===== src/rtl/seq_frame_tx.sv =====
// Serial frame transmitter: preamble 0,1,1,1,1,0, then PAYLOAD_BITS payload bits MSB first,
// then IDLE_GAP cycles of forced idle-high line. Payload bytes arrive over valid/ready.
module seq_frame_tx #(
   parameter int unsigned PAYLOAD_BITS = 1024,
   parameter int unsigned IDLE_GAP     = 2
) (
   input  logic       clk,
   input  logic       rst,
   input  logic [7:0] data_in,
   input  logic       data_valid,
   output logic       data_ready,
   output logic       ser_out,
   output logic       busy,
   output logic       underrun,
   output logic       frame_done
);

   localparam int unsigned SLOTS  = PAYLOAD_BITS / 8;
   localparam int unsigned SLOT_W = $clog2(SLOTS + 1);
   localparam int unsigned BIT_W  = $clog2(PAYLOAD_BITS + 1);
   localparam int unsigned GAP_W  = $clog2(IDLE_GAP + 1);

   typedef enum logic [1:0] {
      S_IDLE,
      S_PREAMBLE,
      S_PAYLOAD,
      S_GAP
   } state_t;

   state_t            state_q, state_d;
   logic [7:0]        hold_q, hold_d;
   logic              hold_full_q, hold_full_d;
   logic [7:0]        shift_q, shift_d;
   logic [SLOT_W-1:0] slots_q, slots_d;
   logic [BIT_W-1:0]  bit_cnt_q, bit_cnt_d;
   logic [GAP_W-1:0]  gap_cnt_q, gap_cnt_d;
   logic [2:0]        pre_cnt_q, pre_cnt_d;
   logic              ser_d, busy_d, underrun_d, frame_done_d;

   logic              accept_c;
   logic              boundary_c;
   logic              pad_c;
   logic [7:0]        load_byte_c;
   logic [SLOT_W:0]   slot_sum_c;

   assign data_ready = !hold_full_q && (state_q != S_GAP) && (slots_q < SLOT_W'(SLOTS));
   assign accept_c   = data_valid && data_ready;

   // A byte boundary is the preamble exit (byte 0) or every 8th payload bit before the end
   assign boundary_c = ((state_q == S_PREAMBLE) && (pre_cnt_q == 3'd5)) ||
                       ((state_q == S_PAYLOAD) && (bit_cnt_q != BIT_W'(PAYLOAD_BITS)) &&
                        (bit_cnt_q[2:0] == 3'd0));
   assign pad_c       = boundary_c && !hold_full_q;
   assign load_byte_c = hold_full_q ? hold_q : 8'h00;

   // Padded slots and accepted bytes both consume a slot; saturate at the frame size
   assign slot_sum_c = {1'b0, slots_q} + (SLOT_W + 1)'(accept_c) + (SLOT_W + 1)'(pad_c);

   always_ff @(posedge clk or negedge rst) begin
      if (!rst) begin
         state_q     <= S_IDLE;
         hold_q      <= 8'h00;
         hold_full_q <= 1'b0;
         shift_q     <= 8'h00;
         slots_q     <= '0;
         bit_cnt_q   <= '0;
         gap_cnt_q   <= '0;
         pre_cnt_q   <= 3'd0;
         ser_out     <= 1'b1;
         busy        <= 1'b0;
         underrun    <= 1'b0;
         frame_done  <= 1'b0;
      end else begin
         state_q     <= state_d;
         hold_q      <= hold_d;
         hold_full_q <= hold_full_d;
         shift_q     <= shift_d;
         slots_q     <= slots_d;
         bit_cnt_q   <= bit_cnt_d;
         gap_cnt_q   <= gap_cnt_d;
         pre_cnt_q   <= pre_cnt_d;
         ser_out     <= ser_d;
         busy        <= busy_d;
         underrun    <= underrun_d;
         frame_done  <= frame_done_d;
      end
   end

   always_comb begin
      state_d      = state_q;
      hold_d       = hold_q;
      hold_full_d  = hold_full_q;
      shift_d      = shift_q;
      bit_cnt_d    = bit_cnt_q;
      gap_cnt_d    = gap_cnt_q;
      pre_cnt_d    = pre_cnt_q;
      ser_d        = ser_out;
      busy_d       = busy;
      underrun_d   = 1'b0;
      frame_done_d = 1'b0;
      slots_d      = (slot_sum_c > (SLOT_W + 1)'(SLOTS)) ? SLOT_W'(SLOTS) : slot_sum_c[SLOT_W-1:0];

      // A reload consumes the old hold contents; a byte accepted on the same edge refills it
      if (boundary_c) hold_full_d = 1'b0;
      if (accept_c) begin
         hold_d      = data_in;
         hold_full_d = 1'b1;
      end

      case (state_q)
         S_IDLE: begin
            ser_d  = 1'b1;
            busy_d = 1'b0;
            if (accept_c || hold_full_q) begin
               state_d   = S_PREAMBLE;
               pre_cnt_d = 3'd0;
               ser_d     = 1'b0;
               busy_d    = 1'b1;
            end
         end
         S_PREAMBLE: begin
            if (pre_cnt_q == 3'd5) begin
               state_d    = S_PAYLOAD;
               ser_d      = load_byte_c[7];
               shift_d    = {load_byte_c[6:0], 1'b0};
               bit_cnt_d  = BIT_W'(1);
               underrun_d = pad_c;
            end else begin
               pre_cnt_d = pre_cnt_q + 3'd1;
               ser_d     = (pre_cnt_q + 3'd1) != 3'd5;
            end
         end
         S_PAYLOAD: begin
            if (bit_cnt_q == BIT_W'(PAYLOAD_BITS)) begin
               state_d      = S_GAP;
               ser_d        = 1'b1;
               frame_done_d = 1'b1;
               gap_cnt_d    = GAP_W'(1);
            end else if (boundary_c) begin
               ser_d      = load_byte_c[7];
               shift_d    = {load_byte_c[6:0], 1'b0};
               bit_cnt_d  = bit_cnt_q + BIT_W'(1);
               underrun_d = pad_c;
            end else begin
               ser_d     = shift_q[7];
               shift_d   = {shift_q[6:0], 1'b0};
               bit_cnt_d = bit_cnt_q + BIT_W'(1);
            end
         end
         S_GAP: begin
            ser_d = 1'b1;
            if (gap_cnt_q == GAP_W'(IDLE_GAP)) begin
               state_d   = S_IDLE;
               busy_d    = 1'b0;
               slots_d   = SLOT_W'(hold_full_q);
               bit_cnt_d = '0;
               gap_cnt_d = '0;
               pre_cnt_d = 3'd0;
            end else begin
               gap_cnt_d = gap_cnt_q + GAP_W'(1);
            end
         end
         default: state_d = S_IDLE;
      endcase
   end

endmodule


===== config.mk =====
export PLATFORM = sky130hd
export DESIGN_NAME = seq_frame_tx
export DESIGN_NICKNAME = d
export VERILOG_FILES = /design/src/rtl/seq_frame_tx.sv
export SDC_FILE = /design/constraint.sdc
export NUM_CORES = 1
export LEC_CHECK = 0
export ABC_AREA = 1
export CORE_ASPECT_RATIO = 0.7
export CORE_MARGIN = 5
export CORE_UTILIZATION = 59
export CTS_CLUSTER_SIZE = 30
export DETAILED_ROUTE_END_ITERATION = 10
export PLACE_DENSITY = 0.78
export RECOVER_POWER = 50
export SYNTH_ARGS = -nofsm -noshare
export SYNTH_HDL_FRONTEND = slang
export SYNTH_SLANG_ARGS = --single-unit

===== constraint.sdc =====
create_clock -name clk -period 3.1 [get_ports clk]
set_input_delay 0.775 -clock clk [delete_from_list [all_inputs] [get_ports clk]]
set_output_delay 0.775 -clock clk [all_outputs]
set_load 0.1 [all_outputs]

==> summary by stage <==
STA
Setup repair after global routing left no endpoint under its margin. The count of final hold-check violations is 0. Based on the critical path, the design can be clocked at up to 349 MHz.

The max-slew violation count came to 0. Dividing the final minimum period by the clock period gives ~92%. The clock skew after layout is 7.23 ps. The worst hold margin is roughly 490 ps.

The final setup violation count is 0. Headroom to the max-slew limit came out at between 30% and 40%. At the pin with the least slew margin, the transition time is approximately 1000 ps. The post-route setup TNS is 0 ps. The minimum clock period after layout is ~2900 ps. Setup slack on the critical path of the routed design comes to roughly 240 ps.

Logic synthesis
The share of synthesized flip-flops with an asynchronous set or reset is 100%. Synthesis produced a netlist with a net count of 339. A synthesized cell averages 8.05 sq um. The flop and latch count out of synthesis is 46. Yosys mapped the design onto 36 distinct sky130hd cell types. The share of synthesized area in the top cell type comes to 44.1%.

The number of synthesized flops with an enable pin is 0. For this run, the register share of the synthesized area comes to 45.1%. The cell type contributing the most total cell area after synthesis is sky130_fd_sc_hd__dfrtp_1. After technology mapping, the gate count stands at about 320. The synthesized area is 0.00255 sq mm. Ranked by total cell area, the synthesized netlist is headed by sky130_fd_sc_hd__dfrtp_1, sky130_fd_sc_hd__nand2_1, sky130_fd_sc_hd__inv_1, sky130_fd_sc_hd__ha_1, sky130_fd_sc_hd__nand3_1.

The predominant post-synthesis flop cell is sky130_fd_sc_hd__dfrtp_1. Yosys printed 0 warnings.

Worst hold path
In this run the most critical hold path is launched from hold_q[0]$_DFFE_PN0P_. The capture endpoint of the worst hold path is hold_q[0]$_DFFE_PN0P_. The path class of the tightest hold or removal check is reg -> reg. The worst hold path was traced through 2 stages.

Worst setup path
STA classifies the critical path startpoint as a flip-flop. For this run, the slowest stage of the critical path takes approximately 420 ps. The largest individual stage delay along the critical path comes from the cell sky130_fd_sc_hd__dfrtp_1.

Walking the worst path, the cells encountered are inv_1 -> ha_1 -> nand2_1 -> nor2_4 -> nand2_2 -> nand3_2 -> nand2_4 -> inv_4 -> nor2_1 -> fa_2 -> ha_4 -> nand2_1 -> nor2_2 -> nand4_1 -> nand2_1 -> inv_1 -> o21ai_2 -> nand2_2 -> nand2_2 -> nor2_1. The worst-path maximum fanout is 6. The worst register-to-register path has a setup slack of between 200 and 250 ps.

The worst reg2reg path depth is 20. The category of the most critical setup path is reg -> reg. Tracing the worst setup path back leads to its startpoint at bit_cnt_q[0]$_DFFE_PN0P_.

The critical path data arrival time is around 3000 ps. The number of buffers and inverters on the critical path is 3. The category of cells accounting for the largest share of critical-path delay is simple AND/OR/NAND/NOR gates. The data required time at the worst endpoint is 3300 ps. The startpoint of the most critical register-to-register path is bit_cnt_q[0]$_DFFE_PN0P_. The endpoint class of the critical path is a flip-flop. The worst register-to-register path ends at slots_q[1]$_DFF_PN0_.

Global route
The number of global-route vias before repair is between 1,500 and 2,000. After global routing the overflow that remains totals 0. The maximum number of pins on one net before global-route repair is 47.

The global-route usage over all layers is about a fifth. The wire length of the first global-routing pass is 8550 microns. The number of antenna violations at the first check in global routing was 0.

CTS
The CTS clock-pin slew for the worst setup and hold paths is 90 ps. The number of setup buffers added after CTS is 0. TritonCTS built the clock tree. Gates resized during post-CTS repair numbered 0. The root buffer cell is sky130_fd_sc_hd__clkbuf_8. Clock tree synthesis inserted a total of 5 buffers. Counting every sink on the clock net gives 46. The clock passes through at most 2 buffers. The maximum level of the CTS H-tree is 2. The clock insertion delay at the later pin of the skew report is about 300 ps. The number of hold buffers added after cts is 0.

Placed design
During placement, the flow inserted port buffers numbering 15. After legalization and detailed placement, the total HPWL measured between 3000 and 4000 microns. The congestion estimate from routability-driven global placement came to 0.774. The worst slack after detailed placement is roughly 160 ps.

Die
The initial standard-cell utilization of the core is between 60% and 70%. The overall die area is roughly 0.0058 sq mm. The top-level I/O count is 16. The placeable core region is 0.00425 sq mm.

The die span in y is roughly 65 microns. The floorplan has 20 rows. The die is 88.6 microns wide.

Power and ir drop
Net switching is about a third of the power. IR analysis of the VDD net gives a maximum drop of 0.382 mV. The sequential fraction of design power is 52.7%. For this design the static power due to leakage is 0.00148 uW. The net load switching power is 443 uW. Combinational cells account for 20.0% of the total power. Dividing total power by cell area gives a power density of about 490 mW/mm^2. The cell-internal power is 964 uW. The clock group share of total power is 27.2%.

Route
The DRC violation count after routing is 0. The overall routed net length is 4970 microns. The average vias per placed instance is 5.06. The remaining antenna violation count after routing is 0. The number of design-rule violations left by the first detailed-router iteration is 116. In the final routed layout, each cell accounts on average for between 10 and 15 microns. Detailed routing inserted a total of 1,994 vias. The number of search-and-repair iterations in the first detailed-routing pass is 4.

Cells and area
Cells with a size suffix above 1 make up between 15 and 20% of the layout. Across the whole layout, storage elements account for 0.00115 sq mm. The area of the multi-input gates is 0.00122 sq mm. The area added between synthesis and finish is 12.9%. The final layout contains between 300 and 400 nets.

The number of antenna diodes in the final layout is 0. The layout has ~370 filler cells.

Run
The tool flagged a number of max-cap violations equal to 0.

Status
The run finished with clean final reports.
-- per-layer routing --
metal / vias up / share of wire [%] / track usage (%)
li1: 1041 / - / -
met1: 912 / 51 / 28.5
met2: 36 / 43 / 27.4
met3: 5 / 5.0 / 4.83
met4: 0 / 1.1 / 7.55
met5: - / 0 / 0
-- synthesized netlist by cell type (all sizes together), types with 3 or more instances --
cell	count
nand2	107
inv	46
dfrtp	45
nor2	26
o21ai	19
nand3	17
a21oi	13
ha	10
nor3	7
nand4	5
xor2	5
o21a	3
-- cell families (layout without fill, tap and decap cells) --
kind of cell               after synthesis  count (layout)  synth area share, %
adders and majority gates               11              11                 5.69
DFF                                     46              46                 45.1
AOI/OAI and AO/OA                       40              40                 8.92
xor gates and xnor gates                 5               5                 1.72
and+or+nand+nor                        162             162                 30.0
buffers and inverters                   52              74                 8.19
muxes                                    1               1                0.392
-- sequential cells by signal, indices dropped and copies added (netlist names) --
| register | count |
|---|---|
| frame_done | 1 |
| hold_full_q | 1 |
| state_q | 2 |
| busy | 1 |
| slots_q | 8 |
| pre_cnt_q | 3 |
| shift_q | 7 |
| underrun | 1 |
| gap_cnt_q | 2 |
| bit_cnt_q | 11 |
| ser_out | 1 |
| hold_q | 8 |
-- worst reg2reg max path, delay by kind of cell, from the launching register on --
kind	cells	cell delay [ps]
DFF	1	420
buffers and inverters	3	180
adders and majority gates	3	610
AOI/OAI and AO/OA	1	150
and+or+nand+nor	13	1420
-- how the worst max path moves through the flow --
stage,endpoint,slack [ps],cells after the start
6_report,slots_q[1]$_DFF_PN0_,240,20
3_5_place_dp,slots_q[4]$_DFF_PN0_,160,14
3_3_place_gp,slots_q[3]$_DFF_PN0_,270,14
4_1_cts,slots_q[1]$_DFF_PN0_,230,20
5_1_grt,slots_q[6]$_DFF_PN0_,7,20
2_1_floorplan,slots_q[3]$_DFF_PN0_,20,16
-- layout make-up --
class | instances | area share, %
Multi-Input combinational cell | 219 | 42.5
Sequential cell | 46 | 40.0
Inverter | 48 | 6.60
Timing Repair Buffer | 18 | 5.25
Clock buffer | 6 | 2.86
Tap cell | 55 | 2.39
Clock inverter | 2 | 0.434
-- power by group through the flow --
stage / Combinational [uW] / Sequential (uW) / Clock, uW
after floorplan: 184 / 767 / 0
after global placement: 272 / 752 / 0
after detailed placement: 280 / 753 / 0
after CTS: 283 / 742 / 396
after global routing: 309 / 752 / 420
final: 282 / 742 / 383
-- per-stage QoR --
| step | total power (uW) | instances | util (%) | cell area (sq um) |
|---|---|---|---|---|
| floorplan | 952 | 317 | - | 2600 |
| global placement | 1020 | 386 | 65.6 | 2790 |
| detailed placement | 1030 | 386 | 65.6 | 2790 |
| CTS | 1420 | 394 | 67.9 | 2890 |
| global route | 1480 | 394 | 67.8 | 2880 |
| finish | 1410 | 394 | 67.8 | 2880 |
-- cell usage in the layout, fill, tap and decap left out, types with 7 or more instances in the layout --
cell type,instances
sky130_fd_sc_hd__buf_4,7
sky130_fd_sc_hd__ha_1,8
sky130_fd_sc_hd__o21ai_1,12
sky130_fd_sc_hd__nand3_1,14
sky130_fd_sc_hd__inv_1,39
sky130_fd_sc_hd__dfrtp_1,45
sky130_fd_sc_hd__nor2_1,17
sky130_fd_sc_hd__clkdlybuf4s50_1,9
sky130_fd_sc_hd__nand2_1,98
sky130_fd_sc_hd__a21oi_1,12
(Power assumes the default switching activity.)
